## config.mk

```make
export PLATFORM = sky130hd
export DESIGN_NAME = hart_fetch_sched
export DESIGN_NICKNAME = d
export VERILOG_FILES = /design/src/rtl/hart_fetch_sched.sv
export SDC_FILE = /design/constraint.sdc
export NUM_CORES = 1
export LEC_CHECK = 0
export ABC_AREA = 1
export CAP_MARGIN = 10
export CORE_ASPECT_RATIO = 0.9
export CORE_MARGIN = 2
export CORE_UTILIZATION = 49
export CTS_CLUSTER_DIAMETER = 50
export DETAILED_ROUTE_END_ITERATION = 10
export PLACE_DENSITY = 0.83
export SLEW_MARGIN = 20
export SYNTH_ARGS = -nofsm -noshare
export SYNTH_HDL_FRONTEND = slang
export SYNTH_SLANG_ARGS = --single-unit
```

## constraint.sdc

```tcl
create_clock -name clk -period 3.93 [get_ports clk]
set_input_delay 0.9825 -clock clk [delete_from_list [all_inputs] [get_ports clk]]
set_output_delay 0.9825 -clock clk [all_outputs]
set_load 0.01 [all_outputs]
```

## src/rtl/hart_fetch_sched.sv

```systemverilog
// hart_fetch_sched: round-robin fetch scheduler for the multi-hart FMRT Mini Core.
// Tracks per-hart run state from hart-control commands and memory-block events,
// picks the hart the IF stage fetches for each cycle, and emits start redirects
// and kill pulses toward the pipeline.
//
// Output signalling: there is no back-pressure on any output. start_vld and
// kill_vld are single-cycle strobes; their companion id/pc fields are meaningful
// only while the strobe is high and hold their last loaded value otherwise.
// if_en qualifies if_hart_id: a fetch slot exists only in cycles where if_en=1.
module hart_fetch_sched #(
   parameter int HART_NUM  = 4,
   parameter int HART_ID_W = 2,
   parameter int PC_W      = 32
) (
   input  logic                 clk,
   input  logic                 reset,
   input  logic                 stall,
   input  logic                 hstart,
   input  logic [HART_ID_W-1:0] set_hid,
   input  logic [PC_W-1:0]      hs_pc,
   input  logic                 hkill,
   input  logic                 hidle,
   input  logic [HART_ID_W-1:0] hs_id,
   input  logic                 blk_set,
   input  logic [HART_ID_W-1:0] blk_hid,
   input  logic                 blk_clr,
   input  logic [HART_ID_W-1:0] clr_hid,
   output logic                 if_en,
   output logic [HART_ID_W-1:0] if_hart_id,
   output logic                 start_vld,
   output logic [HART_ID_W-1:0] start_hid,
   output logic [PC_W-1:0]      start_pc,
   output logic                 kill_vld,
   output logic [HART_ID_W-1:0] kill_hid,
   output logic [HART_NUM-1:0]  active_mask
);

   typedef enum logic [1:0] {
      HS_IDLE    = 2'd0,
      HS_RUN     = 2'd1,
      HS_BLOCKED = 2'd2
   } hart_state_e;

   // Per-hart state; hart_state_q is the observation point for checkers.
   hart_state_e hart_state_q [HART_NUM];
   hart_state_e hart_state_d [HART_NUM];

   // One-hot command decode per hart.
   logic [HART_NUM-1:0] kill_hit;
   logic [HART_NUM-1:0] idle_hit;
   logic [HART_NUM-1:0] bset_hit;
   logic [HART_NUM-1:0] bclr_hit;
   logic [HART_NUM-1:0] start_hit;

   // Accepted (state-changing) start/kill per hart, and harts eligible to fetch.
   logic [HART_NUM-1:0] start_acc;
   logic [HART_NUM-1:0] kill_acc;
   logic [HART_NUM-1:0] runnable;
   logic [HART_NUM-1:0] active_d;

   // Selection next values.
   logic                 sel_found;
   logic [HART_ID_W-1:0] sel_id;
   logic [HART_ID_W-1:0] sel_cand;
   logic                 if_en_d;
   logic [HART_ID_W-1:0] if_hart_id_d;

   // Decode which harts each command targets this cycle.
   always_comb begin
      kill_hit  = '0;
      idle_hit  = '0;
      bset_hit  = '0;
      bclr_hit  = '0;
      start_hit = '0;
      for (int i = 0; i < HART_NUM; i++) begin
         kill_hit[i]  = hkill   && (hs_id   == HART_ID_W'(i));
         idle_hit[i]  = hidle   && (hs_id   == HART_ID_W'(i));
         bset_hit[i]  = blk_set && (blk_hid == HART_ID_W'(i));
         bclr_hit[i]  = blk_clr && (clr_hid == HART_ID_W'(i));
         start_hit[i] = hstart  && (set_hid == HART_ID_W'(i));
      end
   end

   // Per-hart next state: the highest-priority command aimed at a hart is the
   // only one considered; if it does not fit the current state it is dropped.
   always_comb begin
      start_acc = '0;
      kill_acc  = '0;
      runnable  = '0;
      active_d  = '0;
      for (int i = 0; i < HART_NUM; i++) begin
         hart_state_d[i] = hart_state_q[i];
         case (hart_state_q[i])
            HS_IDLE: begin
               if (!kill_hit[i] && !idle_hit[i] && !bset_hit[i] && !bclr_hit[i] && start_hit[i]) begin
                  hart_state_d[i] = HS_RUN;
                  start_acc[i]    = 1'b1;
               end
            end
            HS_RUN: begin
               if (kill_hit[i]) begin
                  hart_state_d[i] = HS_IDLE;
                  kill_acc[i]     = 1'b1;
               end else if (idle_hit[i]) begin
                  hart_state_d[i] = HS_IDLE;
               end else if (bset_hit[i]) begin
                  hart_state_d[i] = HS_BLOCKED;
               end
            end
            HS_BLOCKED: begin
               if (kill_hit[i]) begin
                  hart_state_d[i] = HS_IDLE;
                  kill_acc[i]     = 1'b1;
               end else if (idle_hit[i]) begin
                  hart_state_d[i] = HS_IDLE;
               end else if (!bset_hit[i] && bclr_hit[i]) begin
                  hart_state_d[i] = HS_RUN;
               end
            end
            default: begin
               hart_state_d[i] = HS_IDLE;
            end
         endcase
         // A hart leaving RUN this cycle must not receive the slot.
         runnable[i] = (hart_state_q[i] == HS_RUN) && !kill_hit[i] && !idle_hit[i] && !bset_hit[i];
         active_d[i] = (hart_state_d[i] != HS_IDLE);
      end
   end

   // Round-robin pick: first runnable hart after the current one, current last.
   always_comb begin
      sel_found = 1'b0;
      sel_id    = if_hart_id;
      sel_cand  = if_hart_id;
      for (int k = 1; k <= HART_NUM; k++) begin
         sel_cand = if_hart_id + k[HART_ID_W-1:0];
         if (!sel_found && runnable[sel_cand]) begin
            sel_found = 1'b1;
            sel_id    = sel_cand;
         end
      end
      if (stall) begin
         // Frozen slot, but a hart that just lost RUN gives up its slot.
         if_en_d      = if_en && runnable[if_hart_id];
         if_hart_id_d = if_hart_id;
      end else begin
         if_en_d      = sel_found;
         if_hart_id_d = sel_id;
      end
   end

   // Hart state register; hart 0 comes out of reset running.
   always_ff @(posedge clk) begin
      if (reset) begin
         for (int i = 0; i < HART_NUM; i++) begin
            hart_state_q[i] <= (i == 0) ? HS_RUN : HS_IDLE;
         end
      end else begin
         for (int i = 0; i < HART_NUM; i++) begin
            hart_state_q[i] <= hart_state_d[i];
         end
      end
   end

   // Registered fetch selection and active mask.
   always_ff @(posedge clk) begin
      if (reset) begin
         if_en       <= 1'b0;
         if_hart_id  <= '0;
         active_mask <= HART_NUM'(1);
      end else begin
         if_en       <= if_en_d;
         if_hart_id  <= if_hart_id_d;
         active_mask <= active_d;
      end
   end

   // Start and kill strobes with their payloads.
   always_ff @(posedge clk) begin
      if (reset) begin
         start_vld <= 1'b0;
         start_hid <= '0;
         start_pc  <= '0;
         kill_vld  <= 1'b0;
         kill_hid  <= '0;
      end else begin
         start_vld <= |start_acc;
         kill_vld  <= |kill_acc;
         if (|start_acc) begin
            start_hid <= set_hid;
            start_pc  <= hs_pc;
         end
         if (|kill_acc) begin
            kill_hid <= hs_id;
         end
      end
   end

endmodule
```

# After elaboration in Yosys (flattened, before gate mapping)
# Memories as Yosys holds them, arrays and structs flattened.
# Index checks and enable logic that the tools add are counted.
# W data, S select, Z words.
dict set report totals {
  in_bits 48
  wordCells 208
  out_inout_bits 45
  ramBits 8
  reg_bits 45
  mem_count 1
}
# name depth word_bits read_ports rd_ports_with_merged_regs write_ports line
set memory_table {}
lappend memory_table {hart_state_q 4 2 4 0 4 45} ;# hart_state_e hart_state_q [HART_NUM];
dict set report classes {
  muxes 71
  addsub 3
  order_cmp 4
  bitwise_logic 6
  eq_ne 20
  reduce_logical 95
}
# op n
set ops {}
lappend ops {{$mux W2} 35}
lappend ops {{$logic_and A1 B1 Y1} 56}
lappend ops {{$mux W1} 28}
lappend ops {{$eq A2 B2 Y1 const B} 12}
lappend ops {{$pmux W2 S3} 4}
lappend ops {{$logic_not A1 Y1} 19}
lappend ops {{$eq A2 B1 Y1 const B} 8}
lappend ops {{$logic_not A2 Y1} 8}
lappend ops {{$lt A2 B3 Y1 const B} 4}
lappend ops {{$bmux W1 S2} 4}
lappend ops {{$reduce_bool A2 Y1} 4}
lappend ops {{$reduce_or A2 Y1} 4}
lappend ops {{$reduce_or A4 Y1} 2}
lappend ops {{$add A2 B2 Y2 const B} 2}
lappend ops {{$or A1 B1 Y1} 4}
lappend ops {{$reduce_and A3 Y1} 1}
lappend ops {{$reduce_bool A3 Y1} 1}
lappend ops {{$add A2 B1 Y2 const B} 1}
lappend ops {{$not A1 Y1} 2}

# Logic depth before layout (Yosys ltp)
dict set report depth {
  ltp_word 19
  depth_mapped 14
}

# Worst setup path after synthesis
# OpenSTA, ideal clock, no wires.
dict set report synth_timing {
  path_type {input -> register}
  start {in hkill}
  end {reg start_hid[0]}
  arrival_ns 2.020
  path_buffers 1
  path_stages 11
  t_required_ns 3.805
  slack_ns 1.785
  setup_ns 0.125
  path_cell_list {inv_2 -> nand2_4 -> nand2_2 -> nand2_1 -> nor3_2 -> nand2_1 -> nand2_4 -> nor2_8 -> buf_6 -> a21oi_1 -> nor2_1}
}
dict set report synth_between {
  elab_chain_cells 9
  elab_cells_between_ends 33
  classes_between {8 x mux; 25 x reduce/logical}
}
# item line
set synth_rtl {}
lappend synth_rtl {{from (decl)} 21} ;# input logic hkill,
lappend synth_rtl {{$logic_and A1 B1 Y1} 76} ;# kill_hit[i] = hkill && (hs_id == HART_ID_W'(i));
lappend synth_rtl {{$logic_not A1 Y1} 95} ;# if (!kill_hit[i] && !idle_hit[i] && !bset_hit[i] && !bclr_hit[i] && start_hit[i]) begin
lappend synth_rtl {{$logic_and A1 B1 Y1 (4 in a row)} 95}
lappend synth_rtl {{$mux W1} 95}
lappend synth_rtl {{$mux W1} 93} ;# case (hart_state_q[i])
lappend synth_rtl {{$reduce_or A4 Y1 (*)} 189} ;# if (|start_acc) begin
lappend synth_rtl {{to (signal assigned)} 190} ;# start_hid <= set_hid;
lappend synth_rtl {{to (decl)} 31} ;# output logic [HART_ID_W-1:0] start_hid,
# Mark *: on every way between the ends. The rest lies on a longest branch, timed or not.
# A chain may end at the register's enable or synchronous reset.

# Final worst setup path
# Ends and elaborated chain as after synthesis.

==> flow_summary.json <==
{
  "hold_start": "start_pc[6]",
  "required_ns": 4.11,
  "layout.nets": 538,
  "drive_gt1_share_pct": 6.95,
  "layout_setup_ws_ns": 0.979,
  "grt_pass1_wl_um": 11700,
  "cts_repair_resize_count": 0,
  "grt_max_degree": 37,
  "cp-end-kind": "flip-flop",
  "diodes": 0,
  "core-area_um2": 5600,
  "irDropWorstVdd_v": 0.000221,
  "worstPathMaxFanout": 36,
  "rsz0062_at_grt": "no",
  "tritoncts": "done",
  "setup_violations": 0,
  "worstMarginPinSlew_ns": 0.526,
  "synth-main-ff-cell": "dfxtp_1",
  "synthArstFlopShare_pct": 0,
  "die_h_um": 75.6,
  "rows": 26,
  "synth_area_um2": 2790,
  "r2r_start": "hart_state_q[3][0]",
  "antenna_found_initial": 0,
  "max-clock-path-buffers": 2,
  "hp-class": "reg -> reg",
  "cts_hold_buf": 0,
  "tns_ns": 0,
  "die_w_um": 83.6,
  "numCtsBuffers": 5,
  "drt_iter0_markers": 173,
  "clk_latency_ns": 0.30,
  "hpwl_um": 5370,
  "overflow": 0,
  "critPathKind": "in -> reg",
  "grt_pass1_vias": 2662,
  "final_cells": 545,
  "status": "completed",
  "clock_skew_ns": 0.00706,
  "power_uw": 1500,
  "path_clk_slew_ns": 0.10,
  "ys_seq_elements": 53,
  "final_antenna_net_count": 0,
  "yosysTopAreaCellShare_pct": 38.0,
  "fmax_ghz": 0.339,
  "hold_viol_final": 0,
  "dr_total_vias": 2903,
  "period_share_pct": 75.1,
  "finalMaxSlewViolations": 0,
  "dr.pass1.iters": 6,
  "pre_cts_ws_ns": 0.708,
  "routedWlPerCell_um": 13.4,
  "clockRootBuffer": "clkbuf_8",
  "gp_congestion": 0.834,
  "routed_wl_um": 7320,
  "yosys-top-cells-area": "dfxtp_1, nor2_1, ha_1",
  "fin_crit_ns": 2.95,
  "hold_slack_ns": 0.497,
  "ios": 93,
  "yosysTopAreaCell": "dfxtp_1",
  "drv_cap": 0,
  "start_util_pct": 49.9,
  "syn_to_final_growth_pct": 37.7,
  "cts_sinks": 53,
  "ys_warn_count": 0,
  "io_buffers": 92,
  "syn_nets": 451,
  "p_leak_uw": 0.00164,
  "netlist_instances": 387,
  "ys_types": 32,
  "relSlewSlack_pct": 64.9,
  "drc": 0,
  "cts-htree-levels": 2,
  "avgSynthCellArea_um2": 7.21,
  "start_kind": "input pin",
  "synth-edff-count": 0,
  "cellPowerDensity_nw_per_um2": 390,
  "dp_cells": 537,
  "synth_sequential_area_ratio_pct": 38.0,
  "synth.most_common_cell": "nor2_1",
  "fill_cells": 488,
  "synth_common_cells": "nor2_1, dfxtp_1, nand2_1, nor3_1, inv_1",
  "worstPathArrival_ns": 3.13,
  "design.die.area_um2": 6320,
  "vias_per_cell": 5.33,
  "track_usage_pct": 22.6,
  "postCtsSetupBuffers": 0,
  "cp-startpoint": "hkill"
}
layout by cell type, fill, tap and decap left out, drive strengths merged, types with 2 or more instances in the layout:
cell type,n
a21boi,4
or2,4
buf,2
nand4,9
clkdlybuf4s50,92
a31oi,3
o221ai,2
a21oi,14
nor2,58
ha,16
o22ai,2
dfxtp,53
inv,45
clkbuf,6
nand3,23
o21ai,37
nor3,40
nand2,58
metrics by stage:
stage | area [um2] | utilization (%)
finish | 3840 | 68.7
global route | 3840 | 68.7
CTS | 3840 | 68.7
global placement | 3730 | 66.7
floorplan | 2790 | -
detailed placement | 3730 | 66.7
layer usage:
| layer | vias up | GRT usage (%) | routed length, um |
|---|---|---|---|
| met5 | - | 0 | 0 |
| met1 | 1320 | 28.1 | 3160 |
| met2 | 110 | 39.4 | 3550 |
| li1 | 1458 | - | - |
| met4 | 0 | 7.89 | 141 |
| met3 | 15 | 5.31 | 464 |
flip-flops by register name (all words and copies together) (netlist names):
register and cells:
start_pc 32, hart_state_q 8, active_mask 4, if_hart_id 2
kill_hid 2, start_hid 2, if_en 1, kill_vld 1
start_vld 1
kinds of logic (layout without fill, tap and decap cells):
family                   Yosys count  after routing  share of synthesized area [%]
AND/OR/NAND/NOR                  193            193                           32.3
AO/OA/AOI/OAI                     65             65                           13.2
buffers and inverters             59            147                           9.01
flip-flops                        53             53                           38.0
adder cells (fa/ha/maj)           16             16                           7.17
XOR/XNOR                           1              1                          0.314
worst paths after layout:
kind                  endpoint  slack, ns  depth (start not counted)
setup / recovery  start_hid[0]       0.98                         12
setup reg to reg  start_hid[0]       1.83                          8
hold / removal     start_pc[6]       0.50                          2
hold reg to reg    start_pc[6]       0.50                          2
critical path: stages:
cell	delay [ns]
clkdlybuf4s50_1	0.57
inv_2	0.07
nand2_4	0.11
nand2_2	0.11
nand2_1	0.11
nor3_2	0.06
nand2_1	0.12
nand2_4	0.24
nor2_8	0.48
nor2_1	0.07
a21oi_1	0.14
nor2_1	0.05
layout make-up:
type | instances | area, um2 | area share (%)
Multi-Input combinational cell | 275 | 1480 | 38.5
Sequential cell | 53 | 1060 | 27.6
Timing Repair Buffer | 94 | 936 | 24.3
Inverter | 45 | 169 | 4.39
Tap cell | 70 | 87.6 | 2.28
Clock buffer | 6 | 72.6 | 1.89
Clock inverter | 2 | 38.8 | 1.01
power breakdown:
group	internal, uW	switching (uW)
Sequential	593	38.3
Combinational	236	261
Clock	192	181
Total	1020	480
Note: power is estimated with default switching activity, not from simulation.
